--- config.mk ---
export PLATFORM = sky130hd
export DESIGN_NAME = riscv_mem_wb_stage
export DESIGN_NICKNAME = d
export VERILOG_FILES = /design/src/rtl/riscv_mem_wb_stage.sv
export SDC_FILE = /design/constraint.sdc
export NUM_CORES = 2
export LEC_CHECK = 0
export BUFFER_PORTS_ARGS = -buffer_cell sky130_fd_sc_hd__buf_2
export CAP_MARGIN = 20
export CORE_MARGIN = 2
export CORE_UTILIZATION = 48
export DETAILED_ROUTE_END_ITERATION = 12
export PLACE_DENSITY = 0.73
export SYNTH_ARGS = -nofsm -noshare
export SYNTH_HDL_FRONTEND = slang
export SYNTH_SLANG_ARGS = --single-unit
--- constraint.sdc ---
create_clock -name clk -period 38.8 [get_ports clk]
set_input_delay 7.76 -clock clk [delete_from_list [all_inputs] [get_ports clk]]
set_output_delay 7.76 -clock clk [all_outputs]
set_load 0.05 [all_outputs]
--- src/rtl/riscv_mem_wb_stage.sv ---
// Combined MEM/WB stage for an in-order RV32I pipeline: one instruction in flight,
// a local byte-addressable data memory with configurable latency, and the register-file write port.
module riscv_mem_wb_stage #(
    parameter int MEM_LAT = 2,
    parameter int DEPTH   = 32
) (
    input  logic        clk,
    input  logic        rst,
    input  logic        ex_valid,
    output logic        ex_ready,
    input  logic [6:0]  ex_opcode,
    input  logic [2:0]  ex_funct3,
    input  logic [4:0]  ex_rd,
    input  logic [31:0] ex_result,
    input  logic [31:0] ex_store_data,
    output logic        wb_valid,
    output logic        wb_we,
    output logic [4:0]  wb_rd,
    output logic [31:0] wb_data,
    output logic        mem_err
);

    localparam int AW = $clog2(DEPTH);

    localparam logic [6:0] OP_LOAD  = 7'b0000011;
    localparam logic [6:0] OP_STORE = 7'b0100011;
    localparam logic [6:0] OP_R     = 7'b0110011;
    localparam logic [6:0] OP_I     = 7'b0010011;
    localparam logic [6:0] OP_LUI   = 7'b0110111;
    localparam logic [6:0] OP_AUIPC = 7'b0010111;
    localparam logic [6:0] OP_JAL   = 7'b1101111;
    localparam logic [6:0] OP_JALR  = 7'b1100111;

    typedef enum logic [1:0] {IDLE, ACCESS, RESP} state_t;

    state_t      state, state_nxt;
    logic [2:0]  cnt, cnt_nxt;
    logic        accept, mem_fire;

    logic [6:0]  op_q;
    logic [2:0]  f3_q;
    logic [4:0]  rd_q;
    logic [31:0] res_q;
    logic [31:0] sd_q;

    logic [31:0] mem [DEPTH];

    logic [AW-1:0] idx;
    logic [31:0]   rd_word, ld_data, st_word;
    logic [7:0]    ld_byte;
    logic [15:0]   ld_half;
    logic          is_load_q, is_store_q, acc_err;

    logic          we_q, err_q;

    function automatic logic is_mem_op(input logic [6:0] op);
        return (op == OP_LOAD) || (op == OP_STORE);
    endfunction

    function automatic logic writes_reg(input logic [6:0] op);
        return (op == OP_R) || (op == OP_I) || (op == OP_LUI) ||
               (op == OP_AUIPC) || (op == OP_JAL) || (op == OP_JALR);
    endfunction

    // NOTE: sequential state uses non-blocking assignments so every register samples pre-edge values.
    always_ff @(posedge clk or posedge rst) begin
        if (rst) begin
            state <= IDLE;
            cnt   <= '0;
        end else begin
            state <= state_nxt;
            cnt   <= cnt_nxt;
        end
    end

    // NOTE: every output of this block gets a default first, so no path can infer a latch.
    always_comb begin
        state_nxt = state;
        cnt_nxt   = cnt;
        ex_ready  = 1'b0;
        accept    = 1'b0;
        mem_fire  = 1'b0;
        case (state)
            IDLE: begin
                ex_ready = 1'b1;
                if (ex_valid) begin
                    accept = 1'b1;
                    if (is_mem_op(ex_opcode)) begin
                        state_nxt = ACCESS;
                        cnt_nxt   = 3'(MEM_LAT - 1);
                    end else begin
                        state_nxt = RESP;
                    end
                end
            end
            ACCESS: begin
                if (cnt == 3'd0) begin
                    mem_fire  = 1'b1;
                    state_nxt = RESP;
                end else begin
                    cnt_nxt = cnt - 3'd1;
                end
            end
            RESP:    state_nxt = IDLE;
            default: state_nxt = IDLE;
        endcase
    end

    always_ff @(posedge clk or posedge rst) begin
        if (rst) begin
            op_q  <= '0;
            f3_q  <= '0;
            rd_q  <= '0;
            res_q <= '0;
            sd_q  <= '0;
        end else if (accept) begin
            op_q  <= ex_opcode;
            f3_q  <= ex_funct3;
            rd_q  <= ex_rd;
            res_q <= ex_result;
            sd_q  <= ex_store_data;
        end
    end

    assign is_load_q  = (op_q == OP_LOAD);
    assign is_store_q = (op_q == OP_STORE);
    assign idx        = res_q[AW+1:2];
    assign rd_word    = mem[idx];

    always_comb begin
        acc_err = 1'b0;
        if (is_load_q) begin
            case (f3_q)
                3'b000, 3'b100: acc_err = 1'b0;
                3'b001, 3'b101: acc_err = res_q[0];
                3'b010:         acc_err = (res_q[1:0] != 2'b00);
                default:        acc_err = 1'b1;
            endcase
        end else if (is_store_q) begin
            case (f3_q)
                3'b000:  acc_err = 1'b0;
                3'b001:  acc_err = res_q[0];
                3'b010:  acc_err = (res_q[1:0] != 2'b00);
                default: acc_err = 1'b1;
            endcase
        end
    end

    always_comb begin
        case (res_q[1:0])
            2'd0:    ld_byte = rd_word[7:0];
            2'd1:    ld_byte = rd_word[15:8];
            2'd2:    ld_byte = rd_word[23:16];
            default: ld_byte = rd_word[31:24];
        endcase
        ld_half = res_q[1] ? rd_word[31:16] : rd_word[15:0];
        case (f3_q)
            3'b000:  ld_data = {{24{ld_byte[7]}}, ld_byte};
            3'b001:  ld_data = {{16{ld_half[15]}}, ld_half};
            3'b010:  ld_data = rd_word;
            3'b100:  ld_data = {24'h0, ld_byte};
            3'b101:  ld_data = {16'h0, ld_half};
            default: ld_data = '0;
        endcase
    end

    // Stores merge into the current word so untouched byte lanes keep their contents.
    always_comb begin
        st_word = rd_word;
        case (f3_q)
            3'b000:  st_word[{res_q[1:0], 3'b000} +: 8]  = sd_q[7:0];
            3'b001:  st_word[{res_q[1], 4'b0000} +: 16]  = sd_q[15:0];
            3'b010:  st_word = sd_q;
            default: st_word = rd_word;
        endcase
    end

    // NOTE: the data memory is reset word by word because reset must leave it all-zero, not just the pointers.
    always_ff @(posedge clk or posedge rst) begin
        if (rst) begin
            for (int i = 0; i < DEPTH; i++) begin
                mem[i] <= '0;
            end
        end else if (mem_fire && is_store_q && !acc_err) begin
            mem[idx] <= st_word;
        end
    end

    // Writeback registers load only when entering RESP, so wb_rd/wb_data hold between responses.
    always_ff @(posedge clk or posedge rst) begin
        if (rst) begin
            wb_rd   <= '0;
            wb_data <= '0;
            we_q    <= 1'b0;
            err_q   <= 1'b0;
        end else if (accept && !is_mem_op(ex_opcode)) begin
            wb_rd   <= ex_rd;
            wb_data <= ex_result;
            we_q    <= writes_reg(ex_opcode) && (ex_rd != 5'd0);
            err_q   <= 1'b0;
        end else if (mem_fire) begin
            wb_rd   <= rd_q;
            wb_data <= is_load_q ? ld_data : res_q;
            we_q    <= is_load_q && !acc_err && (rd_q != 5'd0);
            err_q   <= acc_err;
        end
    end

    assign wb_valid = (state == RESP);
    assign wb_we    = wb_valid && we_q;
    assign mem_err  = wb_valid && err_q;

endmodule

== Word-level counts from Yosys, hierarchy flattened ==
Index checks and enable logic that the tools add are counted.

* Word-level logic and storage cells: 143
* Output and inout port bits: 41
* Register bits after elaboration: 1147
* Input port bits: 82

* Bitwise operators: 1
* Shifts and indexed selects: 4
* Order comparisons: 2
* Equality and inequality tests: 22
* Add/sub/neg operators: 3
* Reductions and logical operators: 30
* Muxes and demuxes: 38

{| class="wikitable"
|+ Operators with widths
! cell !! number
|-
| 1024-bit bitwise mux || 1
|-
| 32-bit two-way mux || 6
|-
| 32-bit binary-select mux with 5-bit select || 1
|-
| 32-bit demux with 5-bit select || 1
|-
| 32-bit case mux with 5 select lines || 1
|-
| 32-bit case mux with 3 select lines || 1
|-
| 32-bit bitwise mux || 2
|-
| 16-bit by 7-bit variable shift with 32-bit output (first input constant) || 1
|-
| 8-bit by 7-bit variable shift with 32-bit output (first input constant) || 1
|-
| 16-bit by 7-bit indexed part select with 32-bit output || 1
|-
| 8-bit by 7-bit indexed part select with 32-bit output || 1
|-
| 7-bit by 6-bit equality test with 1-bit output (second input constant) || 4
|-
| 8-bit case mux with 3 select lines || 1
|-
| 16-bit two-way mux || 1
|-
| 7-bit by 2-bit equality test with 1-bit output (second input constant) || 2
|-
| 7-bit by 5-bit equality test with 1-bit output (second input constant) || 2
|-
| 7-bit equality test (second input constant) || 2
|-
| 5-bit negation with 7-bit output || 2
|-
| 1-bit two-way mux || 11
|-
| 5-bit two-way mux || 2
|-
| 5-bit nonzero test || 2
|-
| 1-bit logical AND || 9
|-
| 3-bit two-way mux || 3
|-
| 2-bit != test (second input constant) || 4
|-
| 21 further kinds || 38
|}

== Depth between registers and ports, before layout ==
* Depth in word-level cells: 9
* Mapped depth: 13
* Mapped depth without buffers: 9

== Worst setup path before layout ==
Ideal clock, no wire load.

* Path type: input-to-reg
* Start point: input ex_valid
* End point: register wb_data[5]
* Stages: 8
* Data required time: 38.665 ns
* Setup time: 0.135 ns
* Data arrival time: 9.653 ns
* Setup slack: 29.012 ns
* Path through: or3b_2 > a41oi_1 > clkbuf_1 > buf_2 > clkbuf_1 > a21oi_1 > a221oi_1 > o31ai_1

* Cells in the longest elaborated chain, start to end: 4

{| class="wikitable"
|+ Ends and longest elaborated chain
! what !! RTL line !! RTL
|-
| start: declaration || 9 || <nowiki>input logic ex_valid,</nowiki>
|-
| 1-bit two-way mux * || 86 || <nowiki>if (ex_valid) begin</nowiki>
|-
| 1-bit two-way mux * || 83 || <nowiki>case (state)</nowiki>
|-
| 1-bit logical AND * || 196 || <nowiki>end else if (accept && !is_mem_op(ex_opcode)) begin</nowiki>
|-
| 32-bit two-way mux / 2-bit nonzero test (equally long branches) || -- ||
|-
| end signal: assignment || 198 || <nowiki>wb_data <= ex_result;</nowiki>
|-
| end signal: assignment || 203 || <nowiki>wb_data <= is_load_q ? ld_data : res_q;</nowiki>
|-
| end: declaration || 19 || <nowiki>output logic [31:0] wb_data,</nowiki>
|}

Mark *: on every way between the ends. The rest lies on a longest branch, timed or not.
A chain may end at the register's enable or synchronous reset.

==> flow_summary.ini <==
[power_and_ir_drop]
power_per_cell_area_mw_per_mm2 = 47.76
switching_power_as_a_share_of_total_power_pct = 26.89
netSwitchingPower_uw = 721.2
p_leak_nw = 24.20
cellInternalPower_mw = 1.961
combPwrFrac_pct = 11.3
clockPowerShare_pct = 42.0
totalPowerFinal_mw = 2.682
share_seq_of_total_power_pct = 46.7
power.ir.vdd_worst_v = 0.00004304

[die]
pin_count = 123
fp.dieArea_sq_mm = 0.1083
placeableCoreArea_sq_mm = 0.1050
rows = 119
chipHeight_um = 329.0
die_width_um = 329.0
initial_utilization_pct = 48.31

[synth]
mappedNetlistNets = 4826
synth-edff-count = 0
synth.cell_area_sq_mm = 0.05071
ys_dominant_reg_cell = sky130_fd_sc_hd__dfrtp_1
async_set_or_reset_flop_fraction_in_the_synthesized_netlist_pct = 100.0
yosys_register_bits = 1147
synth_area_per_cell_sq_um = 10.71
synth.lib_cells_used.distinct = 65
register_area_share_after_synthesis_pct = 56.60
synthCells = 4735
ys.warnings.count = 0

[clock_network]
cts.sinks = 1147
cts_buffers = 111
cts_buffer_depth = 3
worst_setup_hold_path_clk_slew_ns = 0.06
cts_root_buffer_type = sky130_fd_sc_hd__clkbuf_16
htree_num_levels = 3
tritoncts = done
post_cts_buffers = 0
cts_resized = 0
count_of_hold_fix_buffers_inserted_at_cts = 0
clk-insertion-delay-late_ns = 0.71

[cells_and_area]
drive_above_1_share_pct = 16.13
synthToLayoutAreaGrowth_pct = 10.75
final_cell_area_sq_mm = 0.05616
final-seq-area_sq_mm = 0.02871
layout.core_utilization_pct = 53.50
number_of_filler_cells_placed_in_the_layout = 8814
design.final.nets = 4741
multi_input_area_sq_mm = 0.02020
antenna_cells = 0

[critical_path]
worstSetupStartpointType = primary input
r2r.worst_path.cells = 10
critical_path.endpoint_type = asynchronous set/reset pin
r2r_end = mem[181]
worstSetupStartpoint = rst
cp.arrival_ns = 11.81
worst_r2r_src = res_q[3]
timing.setup.critical_path_class = primary input to asynchronous set/reset pin
cp.required_ns = 39.44
critPathCapture = mem[477]
reg2reg_slack_ns = 33.03
critical_path.max_fanout = 79

[sta]
hold_viol_final = 0
finalSetupViolations = 0
rsz0062_at_grt = false
min_period_over_period_pct = 28.79
clock_skew_ns = 0.05798
period_minus_slack_ns = 11.17
max-slew-margin-rel_pct = 23.87
hold_slack_ns = 0.4713
timing.fmax_mhz = 89.51
timing_worst_slew_pin_value_ns = 1.142
drv_slew = 0
final_tns_setup_ns = 0

[route]
first_iter_violations = 4086
route.vias.total = 38230
drt_pre_antenna_iters = 8
drcViolationCount = 0
routed_wire_length_per_instance_um = 24.26
wl_um = 148800
detail_route.vias_per_cell = 6.233
antenna_left = 0

[global_route]
overall_fraction_of_global_route_tracks_in_use_pct = 27.64
first_global_vias = 37800
global_route_wire_length_before_repair_um = 229300
initial_antenna_violation_count = 5
gr-total-overflow = 0
grt_start_max_net_pins = 175

[job]
maxCapViolCount = 0

[min_path]
min_path_type = register to register

[outcome]
status = complete, no violations

[placed_design]
place.port_buffers = 122
final_weighted_congestion_of_routability_driven_global_placement = 0.9426
placed_cell_area_sq_mm = 0.05227
dp_hpwl_um = 88460
==> area by class of cell <==
type	instances	area share (%)
clock buffers	164	5.728
clock inverters	41	1.049
inverters	23	0.1604
multi-input cells	3122	35.97
flip-flops and latches	1147	51.12
well taps	1391	3.099
repair buffers	245	2.872
==> cell usage after synthesis, types with 21 or more instances <==
| library cell | instances | share of area (%) |
|---|---|---|
| sky130_fd_sc_hd__nor2_1 | 58 | 0.43 |
| sky130_fd_sc_hd__nand2_1 | 1096 | 8.1 |
| sky130_fd_sc_hd__inv_1 | 23 | 0.17 |
| sky130_fd_sc_hd__a22oi_1 | 129 | 1.9 |
| sky130_fd_sc_hd__mux2_2 | 65 | 1.4 |
| sky130_fd_sc_hd__nand4_1 | 36 | 0.44 |
| sky130_fd_sc_hd__mux2i_1 | 82 | 1.6 |
| sky130_fd_sc_hd__mux4_2 | 224 | 9.9 |
| sky130_fd_sc_hd__a222oi_1 | 31 | 0.61 |
| sky130_fd_sc_hd__buf_2 | 46 | 0.45 |
| sky130_fd_sc_hd__o21ai_1 | 23 | 0.23 |
| sky130_fd_sc_hd__o22ai_1 | 35 | 0.43 |
| sky130_fd_sc_hd__clkbuf_2 | 48 | 0.47 |
| sky130_fd_sc_hd__o21ai_0 | 1054 | 10 |
| sky130_fd_sc_hd__a21oi_1 | 80 | 0.79 |
| sky130_fd_sc_hd__clkbuf_1 | 323 | 2.4 |
| sky130_fd_sc_hd__nand3_1 | 21 | 0.21 |
| sky130_fd_sc_hd__dfrtp_1 | 1147 | 57 |
==> per-layer routing <==
| layer | vias up | part of all wire (%) | track usage (%) |
|---|---|---|---|
| met5 | - | 0.044 | 0 |
| met4 | 10 | 5.2 | 12.89 |
| met3 | 498 | 10 | 5.643 |
| met2 | 1915 | 45 | 43.01 |
| met1 | 19180 | 39 | 37.51 |
| li1 | 16620 | - | - |
==> layout by cell type, fill, tap and decap left out, types with 58 or more instances in the layout <==
cell type and instances:
sky130_fd_sc_hd__dfrtp_1 1145, sky130_fd_sc_hd__nand2_1 1080, sky130_fd_sc_hd__o21ai_0 1054, sky130_fd_sc_hd__mux4_2 224
sky130_fd_sc_hd__a22oi_1 127, sky130_fd_sc_hd__buf_2 122, sky130_fd_sc_hd__buf_4 114, sky130_fd_sc_hd__clkbuf_16 111
sky130_fd_sc_hd__mux2i_1 82, sky130_fd_sc_hd__a21oi_1 69, sky130_fd_sc_hd__mux2_2 65, sky130_fd_sc_hd__nor2_1 58
==> worst min-delay path by stage <==
stage / end / slack, ns / depth (start not counted) / startpoint
finish: wb_rd[0] / 0.47 / 2 / wb_rd[0]
floorplan: mem[160] / 0.44 / 2 / mem[160]
global route: cnt[0] / 0.49 / 1 / cnt[0]
detailed placement: wb_rd[0] / 0.46 / 2 / wb_rd[0]
global placement: mem[293] / 0.46 / 2 / mem[293]
CTS: cnt[0] / 0.48 / 1 / cnt[0]
==> power groups by stage <==
stage / registers (mW) / logic (mW) / clock network [mW]
2_1_floorplan: 1.27 / 0.213 / 0
3_3_place_gp: 1.27 / 0.294 / 0
3_5_place_dp: 1.27 / 0.297 / 0
4_1_cts: 1.25 / 0.298 / 1.13
5_1_grt: 1.25 / 0.321 / 1.18
6_report: 1.25 / 0.303 / 1.13
==> state kept, by name (all words and copies together), names as in the netlist, 2 cells and up <==
signal,count
f3_q,3
state,2
rd_q,5
sd_q,32
wb_data,32
wb_rd,5
res_q,32
cnt,3
mem,1024
op_q,7
==> stage by stage <==
step / cells / worst slack, ns
2_1_floorplan: 4735 / 15.21
3_3_place_gp: 5920 / 26.82
4_1_cts: 6128 / 27.48
6_report: 6133 / 27.63
5_1_grt: 6133 / 27.01
3_5_place_dp: 5923 / 26.79
==> worst max-delay path: stages <==
cell and delay, ns:
sky130_fd_sc_hd__buf_2 0.11, sky130_fd_sc_hd__clkinvlp_4 0.54, sky130_fd_sc_hd__buf_4 0.73, sky130_fd_sc_hd__buf_4 0.76, sky130_fd_sc_hd__buf_4 0.83, sky130_fd_sc_hd__buf_4 0.89
==> cells by family (layout without fill, tap and decap cells) <==
family,count (synthesis),in the layout,synth area share [%]
AOI/OAI and AO/OA,1438,1438,15.76
xor gates and xnor gates,1,1,0.01727
adders and majority gates,9,9,0.2221
and+or+nand+nor,1303,1303,10.52
buffers and inverters,466,473,3.874
muxes,371,371,13.01
DFF,1147,1147,56.60
(Power assumes the default switching activity.)
